**src/rtl/pcie_audio_pkg.sv**
```systemverilog
// Shared definitions for the PCIe audio playback/capture blocks.
// - state_t : playback sequencer states (IDLE / PRIME / RUN)
// - PCM_W   : PCM sample width in bits
// - lanes() : number of samples carried in one FIFO word
package pcie_audio_pkg;

  typedef enum logic [1:0] {
    IDLE  = 2'd0,
    PRIME = 2'd1,
    RUN   = 2'd2
  } state_t;

  localparam int PCM_W = 16;

  function automatic int lanes(input int in_w, input int out_w);
    return in_w / out_w;
  endfunction

endpackage

```
**src/rtl/pcie_rx_sample_unpacker.sv**
```systemverilog
// pcie_rx_sample_unpacker
// Playback-side unpacker: pops IN_WIDTH-bit words from a show-ahead FIFO filled
// by PCIe DMA, splits each word into IN_WIDTH/OUT_WIDTH PCM samples and emits
// one sample per sample-rate tick. Ticks that find no data produce silence and
// are counted as underruns.
// Ports:
//   clk, rst_n          clock, asynchronous active-low reset
//   enable              playback running; 0 stops popping and ignores ticks
//   flush               1-cycle pulse; drops held word, partial lanes, counters
//   in_vld, in_data     show-ahead FIFO head (valid flag + word)
//   in_rd_en            combinational pop strobe to the FIFO
//   smp_tick            1-cycle sample-rate strobe
//   out_vld, out_data   1-cycle sample pulse; out_data held between pulses
//   underrun            sticky underrun flag
//   under_cnt           saturating underrun count
module pcie_rx_sample_unpacker
  import pcie_audio_pkg::*;
#(
  parameter int IN_WIDTH  = 128,
  parameter int OUT_WIDTH = PCM_W,
  parameter int LSB_FIRST = 1,
  parameter int UNDER_W   = 16
) (
  input  logic                 clk,
  input  logic                 rst_n,
  input  logic                 enable,
  input  logic                 flush,
  input  logic                 in_vld,
  input  logic [IN_WIDTH-1:0]  in_data,
  output logic                 in_rd_en,
  input  logic                 smp_tick,
  output logic                 out_vld,
  output logic [OUT_WIDTH-1:0] out_data,
  output logic                 underrun,
  output logic [UNDER_W-1:0]   under_cnt
);

  localparam int LANES = lanes(IN_WIDTH, OUT_WIDTH);
  localparam int IDX_W = (LANES > 1) ? $clog2(LANES) : 1;
  localparam int OFS_W = (IN_WIDTH > 1) ? $clog2(IN_WIDTH) : 1;
  localparam logic [IDX_W-1:0] LAST_IDX = IDX_W'(LANES - 1);

  state_t               state;
  state_t               state_nxt;
  logic [IN_WIDTH-1:0]  hold_buf;
  logic                 buf_full;
  logic [IDX_W-1:0]     idx;
  logic                 last_lane;
  logic                 tick_take;
  logic                 tick_under;
  logic [OFS_W-1:0]     lane_lo;
  logic [OUT_WIDTH-1:0] lane_data;

  assign last_lane = (idx == LAST_IDX);

  // Ticks are only honoured while enabled and running; a tick in the cycle
  // enable drops is ignored just like ticks in IDLE.
  assign tick_take  = smp_tick & enable & (state == RUN) & buf_full;
  assign tick_under = smp_tick & enable & (state == RUN) & ~buf_full;

  // Refill either into an empty holding register or in the very cycle the
  // last lane is consumed, so consecutive words play back without a gap.
  assign in_rd_en = enable & ~flush & in_vld & (~buf_full | (tick_take & last_lane));

  // Lane offset: lane 0 sits at the bottom of the word when LSB_FIRST is set,
  // otherwise at the top.
  always_comb begin
    lane_lo = '0;
    if (LSB_FIRST != 0) begin
      lane_lo = OFS_W'(idx) * OFS_W'(OUT_WIDTH);
    end else begin
      lane_lo = OFS_W'(IN_WIDTH - OUT_WIDTH) - OFS_W'(idx) * OFS_W'(OUT_WIDTH);
    end
    lane_data = hold_buf[lane_lo +: OUT_WIDTH];
  end

  always_ff @(posedge clk or negedge rst_n) begin
    if (!rst_n) begin
      state <= IDLE;
    end else begin
      state <= state_nxt;
    end
  end

  // Disabling always parks in IDLE; flush restarts priming when still enabled.
  always_comb begin
    state_nxt = state;
    unique case (state)
      IDLE:    if (enable)   state_nxt = PRIME;
      PRIME:   if (buf_full) state_nxt = RUN;
      RUN:     state_nxt = RUN;
      default: state_nxt = IDLE;
    endcase
    if (!enable) begin
      state_nxt = IDLE;
    end
    if (flush) begin
      state_nxt = enable ? PRIME : IDLE;
    end
  end

  // Flush wins over ticks and pops. A pop in the same cycle as the last-lane
  // tick overrides the buf_full clear, keeping the register full.
  always_ff @(posedge clk or negedge rst_n) begin
    if (!rst_n) begin
      hold_buf  <= '0;
      buf_full  <= 1'b0;
      idx       <= '0;
      out_vld   <= 1'b0;
      out_data  <= '0;
      underrun  <= 1'b0;
      under_cnt <= '0;
    end else if (flush) begin
      buf_full  <= 1'b0;
      idx       <= '0;
      out_vld   <= 1'b0;
      underrun  <= 1'b0;
      under_cnt <= '0;
    end else begin
      out_vld <= 1'b0;
      if (tick_take) begin
        out_data <= lane_data;
        out_vld  <= 1'b1;
        idx      <= idx + 1'b1;
        if (last_lane) begin
          buf_full <= 1'b0;
        end
      end else if (tick_under) begin
        out_data <= '0;
        out_vld  <= 1'b1;
        underrun <= 1'b1;
        if (under_cnt != '1) begin
          under_cnt <= under_cnt + 1'b1;
        end
      end
      if (in_rd_en) begin
        hold_buf <= in_data;
        buf_full <= 1'b1;
        idx      <= '0;
      end
    end
  end

endmodule

```
**config.mk**
```make
export PLATFORM = sky130hd
export DESIGN_NAME = pcie_rx_sample_unpacker
export DESIGN_NICKNAME = d
export VERILOG_FILES = /design/src/rtl/pcie_audio_pkg.sv /design/src/rtl/pcie_rx_sample_unpacker.sv
export SDC_FILE = /design/constraint.sdc
export NUM_CORES = 1
export LEC_CHECK = 0
export BUFFER_PORTS_ARGS = -buffer_cell sky130_fd_sc_hd__buf_2
export CAP_MARGIN = 0
export CORE_ASPECT_RATIO = 1.4
export CORE_MARGIN = 1
export CORE_UTILIZATION = 38
export CTS_BUF_LIST = sky130_fd_sc_hd__clkbuf_16
export DETAILED_ROUTE_END_ITERATION = 7
export SKIP_CTS_REPAIR_TIMING = 1
export SLEW_MARGIN = 25
export SYNTH_ARGS = -nofsm -noshare
export SYNTH_HDL_FRONTEND = slang
export SYNTH_SLANG_ARGS = --single-unit
```
**constraint.sdc**
```tcl
create_clock -name clk -period 2.5 [get_ports clk]
set_clock_uncertainty 0.2 [all_clocks]
set_input_delay 0.25 -clock clk [delete_from_list [all_inputs] [get_ports clk]]
set_output_delay 0.25 -clock clk [all_outputs]
set_load 0.02 [all_outputs]
```
==> impl_metrics.toml <==
[drt]
antenna_left = 0
firstDrtPassIters = 4
route.vias.total = 5532
drt-wirelength-per-cell_um = 17.68
drt-initial-drc-count = 164
wirelength_um = 19570
viasPerCell = 4.997
drc_errors = 0

[logic_synthesis]
syn-num-nets = 667
ys_types = 39
ys.flop_type = "dfrtp_1"
synth_warnings = 0
async_reset_ff_share_pct = 100.0
post_synth_instance_area_um2 = 7674
avgSynthCellArea_um2 = 14.56
ys_ff_latch = 168
syn_inst = 527
synth-edff-count = 0
seq_area_frac_synth_pct = 54.79

[die]
fp.dieArea_um2 = 20770
ioPinCount = 169
start_util_pct = 38.67
fp.dieH_um = 170.1
core_um2 = 19840
die_w_um = 122.1
rows = 61

[placed_design]
post-dp-hpwl_um = 13050
gp_congestion = 0.7842
port-buffer-count = 168
place_inst = 931

[worst_setup_path]
worstSetupPathType = "flop to output port"
critical_path_required_ps = 2050
end_kind = "output port"
startpoint_type = "flop"
worstPathMaxFanout = 7
worstPathArrival_ps = 1970

[cts]
cts-root-buf = "clkbuf_16"
clock_sinks = 168
numCtsBuffers = 17
path_clk_slew_ps = 60
htreeDepth = 4
cts_tree = "built"
clock_path_buffers = 2
insertion_delay_ps = 420

[run_status]
outcome = "complete, no violations"

[run]
cap_violations = 0

[sta]
slew_headroom_pct = 53.02
max_freq_mhz = 414.0
period_needed_ps = 2416
finalHoldViolCount = 0
drv_slew = 0
worstMarginPinSlew_ps = 704.7
finalSetupTns_ps = 0
finalCritPeriodShare_pct = 96.63
finalSetupViolCount = 0

[finish]
nets = 981
final_cells = 1107
num-fill-cells = 1646
final_cell_mix = "166 x dfrtp_1, 166 x buf_2, 131 x dlygate4sd3_1"
fin_util_pct = 54.89
drive_above_1_share_pct = 39.23
area_growth_pct = 41.94

[grt]
grt_pass1_vias = 5244
grt-ovfl-total = 0
grt_max_degree = 61
grt_pass1_wl_um = 27870
antenna_found_initial = 1
globalRouteTotalUtil_pct = 18.01

[power_and_ir_drop]
pwr-share-seq_pct = 48.0
clkPwrFrac_pct = 35.7
p_per_area_nw_per_um2 = 659.0
ir_drop_mv = 0.4298
switching_share_pct = 24.60
internal-power_mw = 5.412
switchingPower_mw = 1.766
total_leakage_power_nw = 4.830
comb_power_share_pct = 16.3
p_total_mw = 7.178

[worst_hold_path]
hp-class = "primary input to flop"
[sequential cells by signal (all words and copies together), names as in the netlist]
name / cells
hold_buf: 128
out_data: 16
under_cnt: 16
idx: 3
state: 2
buf_full: 1
out_vld: 1
underrun: 1
[cells by family (layout without fill, tap and decap cells)]
group / Yosys count / in the layout / synth area share, %
AO/OA/AOI/OAI: 33 / 33 / 2.690
XOR/XNOR: 1 / 1 / 0.1142
adder cells (fa/ha/maj): 6 / 6 / 0.9783
buffers and inverters: 40 / 367 / 3.212
flip-flops: 168 / 168 / 54.79
multiplexers: 192 / 192 / 32.55
other: 0 / 1 / 0
AND/OR/NAND/NOR: 87 / 87 / 5.674
[cell type report]
cell class | instances | area, µm² | share of cell area, %
inverter | 6 | 22.52 | 0.2068
sequential | 168 | 4207 | 38.62
clock buffer | 17 | 425.4 | 3.906
tap | 252 | 315.3 | 2.895
antenna | 1 | 2.502 | 0.02298
timing repair buffer | 329 | 2520 | 23.14
multi-input combinational | 319 | 3249 | 29.83
clock inverter | 15 | 150.1 | 1.379
[per-layer routing]
metal	track usage (%)	part of all wire, %	vias to the layer above
li1	-	-	2539
met1	21.44	40	2805
met2	31.37	53	146
met3	4.625	4.3	42
met4	5.938	3.1	0
met5	0	0	-
[per-stage QoR]
stage	area (µm²)	hold WS, ps	setup slack (ps)
finish	10890	65.76	84.33
CTS	9413	-381.8	-288.3
floorplan	7674	-245.6	295.2
global route	10890	56.59	-30.77
detailed placement	8837	75.59	137.2
global placement	8837	67.55	188.8
[cell usage after synthesis (2+ instances only)]
cell type | n | area (µm²)
nor2b_1 | 12 | 75.07
or4_1 | 2 | 15.01
mux2_2 | 64 | 720.7
nand4_1 | 2 | 12.51
mux2i_1 | 20 | 200.2
mux4_2 | 32 | 720.7
and2_1 | 2 | 12.51
clkbuf_1 | 11 | 41.29
or2_2 | 3 | 18.77
ha_1 | 6 | 75.07
and3_1 | 3 | 18.77
inv_1 | 5 | 18.77
buf_4 | 5 | 37.54
nor3_1 | 4 | 20.02
buf_6 | 9 | 101.4
nand2b_1 | 2 | 12.51
nand3_1 | 3 | 15.01
o21ai_0 | 16 | 80.08
o31ai_1 | 3 | 22.52
dfrtp_1 | 168 | 4204
nor4_1 | 6 | 37.54
a21oi_1 | 7 | 35.03
nand2_1 | 27 | 101.4
buf_2 | 8 | 40.04
mux2_1 | 76 | 855.8
nor2_1 | 17 | 63.81
a211oi_1 | 2 | 15.01
[worst max-delay path, stage by stage (launching register included)]
cell	delay (ps)
dfrtp_1	410
inv_2	100
ha_4	140
and3_4	170
nand2_2	70
a211oi_4	260
buf_12	160
buf_16	110
buf_6	120
[power groups by stage]
stage	logic (mW)	registers (mW)	clock network, mW
2_1_floorplan	0.646	3.42	0
3_3_place_gp	0.951	3.45	0
3_5_place_dp	1.00	3.49	0
4_1_cts	1.00	3.44	2.64
5_1_grt	1.28	3.50	2.75
6_report	1.17	3.44	2.56
[final timing paths]
check	start	endpoint	slack, ps	depth (start not counted)
max	state[0]	in_rd_en	80	8
min	flush	under_cnt[15]	70	3
max reg2reg	under_cnt[0]	under_cnt[6]	120	6
min reg2reg	hold_buf[48]	hold_buf[48]	280	1
max in group asynchronous	rst_n	hold_buf[106]	1200	3
min in group asynchronous	rst_n	state[0]	170	2
(Power assumes the default switching activity.)
